[src/rtl/prog_timer.sv]
// Runtime-programmable interval timer: one-shot / periodic, pause, tick pulse, saturating expiry count.
// Latency: all outputs registered; with period P the first expiry lands P+1 edges after enable rises.
// Backpressure: none; pause freezes all timing state, enable low clears it, load is always accepted.
module prog_timer #(
  parameter int WIDTH          = 24,
  parameter int DEFAULT_PERIOD = 10000,
  parameter int EXP_W          = 8
) (
  input  logic             clk,
  input  logic             reset,
  input  logic             enable,
  input  logic             pause,
  input  logic             mode,
  input  logic             load,
  input  logic [WIDTH-1:0] period_in,
  output logic [WIDTH-1:0] count,
  output logic             done,
  output logic             tick,
  output logic [EXP_W-1:0] expirations,
  output logic [WIDTH-1:0] period
);

  typedef enum logic [1:0] {
    IDLE    = 2'd0,
    RUN     = 2'd1,
    EXPIRED = 2'd2
  } state_t;

  localparam logic [WIDTH-1:0] PERIOD_RST = WIDTH'(DEFAULT_PERIOD);
  localparam logic [EXP_W-1:0] EXP_MAX    = '1;

  state_t state;

  // Period register: loads are honoured whenever reset is low, even when disabled or paused,
  // so a new period only takes part in the comparison from the following edge onwards.
  always_ff @(posedge clk) begin
    if (reset) begin
      period <= PERIOD_RST;
    end else if (load) begin
      period <= period_in;
    end
  end

  // Timer FSM with registered count, done, tick and saturating expiry counter.
  always_ff @(posedge clk) begin
    if (reset) begin
      state       <= IDLE;
      count       <= '0;
      done        <= 1'b0;
      tick        <= 1'b0;
      expirations <= '0;
    end else begin
      tick <= 1'b0;
      if (!enable) begin
        state       <= IDLE;
        count       <= '0;
        done        <= 1'b0;
        expirations <= '0;
      end else if (!pause) begin
        case (state)
          // IDLE counts on the same edge it leaves, so it shares the RUN behaviour.
          IDLE, RUN: begin
            if (count >= period) begin
              tick <= 1'b1;
              if (expirations != EXP_MAX) begin
                expirations <= expirations + 1'b1;
              end
              if (!mode) begin
                done  <= 1'b1;
                state <= EXPIRED;
              end else begin
                count <= '0;
                state <= RUN;
              end
            end else begin
              // Cannot overflow: count only advances while strictly below period.
              count <= count + 1'b1;
              state <= RUN;
            end
          end
          EXPIRED: begin
            // Switching to periodic while expired restarts the interval from zero.
            if (mode) begin
              count <= '0;
              done  <= 1'b0;
              state <= RUN;
            end
          end
          default: begin
            state <= IDLE;
          end
        endcase
      end
    end
  end

endmodule

[config.mk]
export PLATFORM = sky130hd
export DESIGN_NAME = prog_timer
export DESIGN_NICKNAME = d
export VERILOG_FILES = /design/src/rtl/prog_timer.sv
export SDC_FILE = /design/constraint.sdc
export NUM_CORES = 1
export LEC_CHECK = 0
export ABC_AREA = 1
export CORE_UTILIZATION = 40
export DETAILED_ROUTE_END_ITERATION = 8
export DONT_BUFFER_PORTS = 1
export HOLD_SLACK_MARGIN = 0.1
export PLACE_DENSITY_LB_ADDON = 0.05
export SYNTH_ARGS = -nofsm -noshare
export SYNTH_HDL_FRONTEND = slang
export SYNTH_SLANG_ARGS = --single-unit
[constraint.sdc]
create_clock -name clk -period 2 [get_ports clk]
set_input_delay 0.6 -clock clk [delete_from_list [all_inputs] [get_ports clk]]
set_output_delay 0.6 -clock clk [all_outputs]
set_load 0.03 [all_outputs]
---- Word-level counts from Yosys, hierarchy flattened ----
Cells that the tools add are included.
word-level totals
  bits in registers ....................... 60
  bits of input ports ..................... 30
  logic and storage cells ................. 39
operators by class
  $add $sub $neg .......................... 2
  magnitude comparators ................... 1
  equality and inequality tests ........... 6
  multiplexer cells ....................... 12
  bitwise gates (word level) .............. 3
  reduce and logical (&&, ||, !) cells .... 9
operators by type and width
  kind                                                                    number
  24-bit two-way mux                                                      2
  24-bit one-hot mux with 2 select lines                                  1
  24-bit by 1-bit adder with 24-bit output (second input constant)        1
  24-bit >= comparator                                                    1
  8-bit by 1-bit adder with 8-bit output (second input constant)          1
  8-bit != test (second input constant)                                   1
  2-bit two-way mux                                                       3
  2-bit != test (second input constant)                                   3
  5-bit AND reduction                                                     1
  1-bit two-way mux                                                       4
  2-bit one-hot mux with 2 select lines                                   1
  2-bit AND reduction                                                     2
  4-bit AND reduction                                                     1
  2-bit OR reduction                                                      2
  4-bit OR reduction                                                      1
  1-bit inverter                                                          3
  2-bit by 1-bit equality test with 1-bit output (second input constant)  1
  2-bit equality test (second input constant)                             1
  2-bit zero test                                                         1
  1-bit one-hot mux with 2 select lines                                   1
  2-bit nonzero test                                                      1

---- Logic depth before layout (Yosys ltp) ----
Gate-level depths: netlist of the first run.
  depth after elaboration ................. 4
  gate-level depth with buffers ........... 15
  mapped depth without buffers ............ 15

---- Worst setup path before layout of the first run ----
Ideal clock, no wire load.
  path type ............................... flip-flop to flip-flop
  from .................................... reg count[0]
  to ...................................... reg count[22]
  setup time .............................. 0.132 ns
  arrival ................................. 1.863 ns
  data required time ...................... 1.868 ns
  path slack .............................. 0.005 ns
  cell stages (with the launch flop) ...... 16
  buffers on the path ..................... 1
  clock period less this slack ............ 1.995 ns
  cell sequence ........................... dfxtp_1 > inv_1 > ha_1 > nand2_1 > nor2_1 > nand2_1 > nand2_1 > nor2_1 > nand2_1 > nand2_2 > nand2_4 > buf_6 > nand2_1 > nand3_1 > nand2_1 > a21oi_1
on the way
  longest elaborated chain between the ends .. 3
  elaborated cells between the ends (all ways) .. 4
  those cells by class .................... add/sub (1); order compare (1); mux (2)
ends and longest elaborated chain
  what                                                                              RTL line  text
  start: declaration                                                                16        output logic [WIDTH-1:0] count,
  start signal: assignment                                                          77        count <= count + 1'b1;
  24-bit by 1-bit adder with 24-bit output or 24-bit >= comparator (tied branches)  77, 63
  24-bit two-way mux *                                                              63        if (count >= period) begin
  24-bit one-hot mux with 2 select lines *                                          60        case (state)
Mark *: on every way between the ends. The rest lies on a longest branch, timed or not.
A chain may end at the register's enable or synchronous reset.

---- Final worst setup path of the first run ----
  from .................................... reg count[15]
  to ...................................... reg count[8]
on the way
  longest elaborated chain between the ends .. 3
ends and longest elaborated chain
  what                                    RTL line
  24-bit >= comparator                    63
  24-bit two-way mux                      63
  24-bit one-hot mux with 2 select lines  60
Every way passes these cells.

==> metrics.txt, run 1 <==
routability congestion estimate around 0.84; Hold Path Depth 1; WL met3 763 um; Clock Path Buffers 2; Synth Warn # 0; VDD IR-drop max between 400 and 500 uV; # clock sinks 60; Ant. Diodes 0; setup slack, reg-to-reg 70 ps; HP Class input port to register; Worst-Margin Slew around 450 ps; Final nets around 800; Post-synth EDFFs 0; Max Cap Viol 0; FMAX a little over 0.5 GHz; top cells by area, synth dfxtp_1 (29%), nand2_1 (17%), a21oi_1 (8.3%); Cell Chain, Critical Path ha_4 -> a21o_1 -> nor2_2 -> nand2_2 -> a21oi_4 -> nand2_4 -> buf_6 -> nand2_1 -> nand3_2 -> nand2_2 -> a21oi_2; vias after detailed routing about 4,300; end of the worst register-to-register path count[8]; R2R cell count 11; Syn Inst Count 661; Initial Utilization 41.6%; # hold bufs at CTS 0; mapped cell area 4110 um^2; critical path required time 2230 ps; ANT nets after route 0; Met2 Routed Length 6080 um; grt ovf 0; Final period util between 90% and 100%; CTS tree yes; Vias/cell around 5.0; most instantiated library cell after synthesis nand2_1; # H-tree levels 3; hpwl dp 9070 um; LEAKAGE around 2.4 nW; Power Dens Cells between 500 and 600 nW/um^2; slowest stage cell, crit path dfxtp_1; top_reg_cell synth dfxtp_1; global-route wire length before repair ~19,000 um; WHS roughly 350 ps; CTS root buf clkbuf_8; Core Util, Final a little over half; register area share after synthesis 29.2%; DRC 0; Synth Register Bits 60; total CTS buffers 9; Top cell by count, worst path nand2_2; largest net degree at the start of global routing 38; Fin. Hold Viols 0; CP Launch Type register; kind of critical path register to register; RSZ-0062 raised after global routing yes; Final Critical Period between 1500 and 2000 ps; die width between 100 and 150 um; cell accounting for the most synthesized area dfxtp_1; Avg Cell Area, Syn 6.21 um^2; ys async rst share 0%; Critical Path Sink Type register; Metal-1 WL 5310 um; core area 9860 um^2; Top Metal Used met4; drt total wl about 12,000 um; Initial DRC Count around 230; full die area roughly 11,000 um^2; status complete, no violations; CP startpoint count[15]; share of cells above drive strength 1 ~25%; R2R Path Start count[15]; slew margin rel. a little over two thirds; number of global-route vias before repair roughly 3,800; # setup viols final 0; antenna violations before repair 0; Post-Syn Nets between 700 and 800; CP peak stage delay between 300 and 400 ps; I/O pin count 88; worst setup path endpoint count[8]; global router's overall resource usage 23.4%; Area growth syn-to-layout 29.6%; routed length per instance about 15 um; worst-skew pair later-pin latency ~350 ps; die height ~100 um; Worst Skew about 6.6 ps; final cell count without fillers 858; port bufs 0; Reg clk slew, reported paths approximately 70 ps; CP arrival roughly 2200 ps; share of the synthesized area in the top cell type 29.2%; Max Transition Viols Final 0; dpl cells 839; # rows 36; crit-path max FO 7; Netlist cell types 29; Synth top cells by count nand2_1 (186), nor2_1 (89), a21oi_1 (68), inv_1 (68), dfxtp_1 (60); router iterations before antenna repair 4
==> repair_timing <==
action	CTS	global route
setup buffers	1	1
gates resized for setup	8	87
setup endpoints to repair	4	34
cloned	1	1
hold endpoints to repair	0	0
pin swaps	6	23
==> power breakdown <==
part / internal (mW) / total (mW) / switching [mW]
clock: 0.673 / 1.18 / 0.504
combinational: 0.136 / 0.390 / 0.255
sequential: 1.24 / 1.26 / 0.0227
total: 2.05 / 2.83 / 0.782
==> flip-flops by register name, indices dropped and copies added, names as in the netlist <==
signal	count
count	24
period	24
expirations	8
state	2
done	1
tick	1
==> placed cells by master (no fill, tap or decap), drive strengths merged <==
cell type and instances:
xnor2 3, dfxtp 60, o21ai 32, a21oi 69, a31oi 3, nand3 62
a21o 2, inv 70, bufinv 1, clkinv 3, clkbuf 12, nand4 2
nand2 190, xor2 16, nor3 4, buf 74, nor2 95, o21bai 1
ha 26
==> stage by stage <==
stage          worst slack, ps  total power [mW]  TNS (ps)  cell area (um^2)
6_report                  66.0              2.83         0              5320
5_1_grt                  -45.5              2.95      -200              5320
4_1_cts                   7.25              2.81         0              4940
3_5_place_dp             -1.42              1.62     -1.42              4690
3_3_place_gp              9.24              1.61         0              4690
2_1_floorplan             5.07              1.52         0              4110
==> worst min-delay path by stage <==
stage / start / end / slack, ps
floorplan: state[1] / state[1] / 460
global placement: period[11] / period[11] / 460
detailed placement: period[7] / period[7] / 470
CTS: reset / period[13] / 340
global route: load / period[13] / 340
finish: load / period[13] / 350
==> worst max-delay path, delay by kind of cell (launching register included) <==
| family | cells | cell delay, ps |
|---|---|---|
| compound gates | 3 | 400 |
| fa+ha+maj | 1 | 230 |
| buf+inv | 1 | 170 |
| flops | 1 | 390 |
| simple gates | 6 | 610 |
==> cell type report <==
class | instances | area (um^2)
Multi-Input combinational cell | 505 | 2860
Sequential cell | 60 | 1230
Clock buffer | 12 | 165
Clock inverter | 3 | 43.8
Timing Repair Buffer | 74 | 589
Inverter | 71 | 272
Fill cell | 1035 | 4540
Tap cell | 133 | 166
==> layer usage <==
layer	vias up	global-route usage [%]
met5	-	0
met4	0	9.86
met3	21	5.78
met2	113	39.4
met1	1949	28.3
li1	2241	-
==> logic make-up after synthesis <==
kind of cell	share of synthesized area (%)
xor+xnor	4.05
compound gates	13.6
simple gates	35.7
fa+ha+maj	7.92
flops	29.2
buf+inv	9.50
(Power assumes the default switching activity.)
==> run 2: changes to the inputs <==
- REMOVE_ABC_BUFFERS: unset -> 1
==> metrics.txt, run 2 (synthesis gave the netlist of run 1 again) <==
status complete, no violations; FMAX 0.513 GHz (-0.72%); largest net degree at the start of global routing 25 (-34%); slew margin rel. 50.4% (-20 points); I/O pin count 88 (unchanged); Pwr Total 2.91 mW (+3.1%); # clock sinks 60 (unchanged); Final Critical Period 1950 ps (+14.0 ps); Final nets 782 (+0.64%); global-route wire length before repair 18,700 um (+0.45%); CP arrival 2190 ps (+30 ps); dpl cells 842 (+0.36%); worst-skew pair later-pin latency 360 ps (about the same); Initial DRC Count 223 (-4.7%); largest registers count x24, period x24, expirations x8; antenna violations before repair 0 (unchanged); Worst-Margin Slew 740 ps (+291 ps); Initial Utilization 41.6% (unchanged); port bufs 0 (unchanged); final cell count without fillers 864 (+0.70%); vias after detailed routing 4,366 (+0.97%); setup ws final 51.9 ps (-14.0 ps); grt ovf 0 (unchanged); # rows 36 (unchanged); VDD IR-drop max 327 uV (-28%); die width 103 um (unchanged); Vias/cell 5.05 (+0.27%); crit-path max FO 8 (+1); die height 103 um (unchanged); number of global-route vias before repair 3,898 (+3.4%); drt total wl 12,400 um (-0.85%); setup_tns 0 ps (unchanged); # setup viols final 0 (unchanged); Final period util 97.4% (+0.70 points); Worst Skew 11.6 ps (+4.99 ps); full die area 10,700 um^2 (unchanged); LEAKAGE 2.38 nW (-1.1%); hpwl dp 9100 um (+0.35%); router iterations before antenna repair 6 (+2); Max Transition Viols Final 0 (unchanged); global router's overall resource usage 23.1% (-0.28 points); CP Launch Type register; CTS root buf clkbuf_8; WHS 348 ps (-5.90 ps); Design Area, Final 5390 um^2 (+1.3%); Core Util, Final 54.7% (+0.72 points); kind of critical path register to register; Post-DP Area 4730 um^2 (+1.0%); total CTS buffers 9 (unchanged); RSZ-0062 raised after global routing yes; pre-CTS setup slack -29.6 ps (-28.2 ps); core area 9860 um^2 (unchanged); Power Dens Cells 540 nW/um^2 (+1.7%); setup slack, reg-to-reg 50 ps (about the same); Reg clk slew, reported paths 70 ps (about the same); Clock Path Buffers 2 (unchanged); Ant. Diodes 0 (unchanged); critical path required time 2240 ps (about the same); Area growth syn-to-layout 31.3%; DRC 0 (unchanged); commonest non-fill, non-tap cell in the layout nand2_1; Fin. Hold Viols 0 (unchanged); most used cells in the layout excluding fill and tap cells nand2_1 (179), nor2_1 (86), buf_4 (73), a21oi_1 (64), nand3_1 (58); # H-tree levels 3 (unchanged); share of cells above drive strength 1 26.3% (+1.4 points); routed length per instance 14.3 um (-1.5%); routability congestion estimate 0.915 (+8.8%); ANT nets after route 0 (unchanged); Critical Path Sink Type register; CTS tree yes; Max Cap Viol 0 (unchanged); HP Class input port to register
-- run 2: layer usage --
metal	GRT usage (%)	share of wire [%]	wire, um	vias up
met1	28.5	44	5460	1963
met2	39.2	47	5800	125
met3	4.37	5.9	733	23
met4	10.1	3.1	378	0
li1	-	-	-	2255
met5	0	0	0	-
-- run 2: timing repair --
action,CTS,global route
gates resized for setup,5,91
hold buffers,0,0
gates cloned,0,2
pin swaps,1,27
setup buffers,1,3
endpoints found under the setup margin,5,34
-- run 2: layout make-up --
type / instances / area, um^2
clock buffer: 12 / 145
clock inverter: 4 / 72.6
fill: 986 / 4470
inverter: 71 / 274
multi-input combinational: 505 / 2850
sequential: 60 / 1240
tap: 133 / 166
timing repair buffer: 79 / 651
-- run 2: power by group --
part	internal [mW]	switching [mW]	total, mW
sequential	1.24	0.0241	1.26
combinational	0.142	0.249	0.391
clock	0.735	0.526	1.26
-- run 2: worst paths after layout --
kind / start / endpoint / cells past startpoint
max: count[10] / expirations[0] / 14
min: load / period[10] / 1
max reg2reg: count[10] / expirations[0] / 14
min reg2reg: period[2] / period[2] / 2
-- run 2: worst max-delay path, cell delays in order, from the launching register on --
cell,delay [ps]
dfxtp_1,420
ha_4,230
nand2_1,60
inv_1,50
nand2_1,60
nand2_1,40
nand2_1,70
nand2_2,70
a21oi_4,260
nand2_8,110
buf_8,160
nand2_8,90
inv_8,50
o21ai_2,120
a21oi_1,50
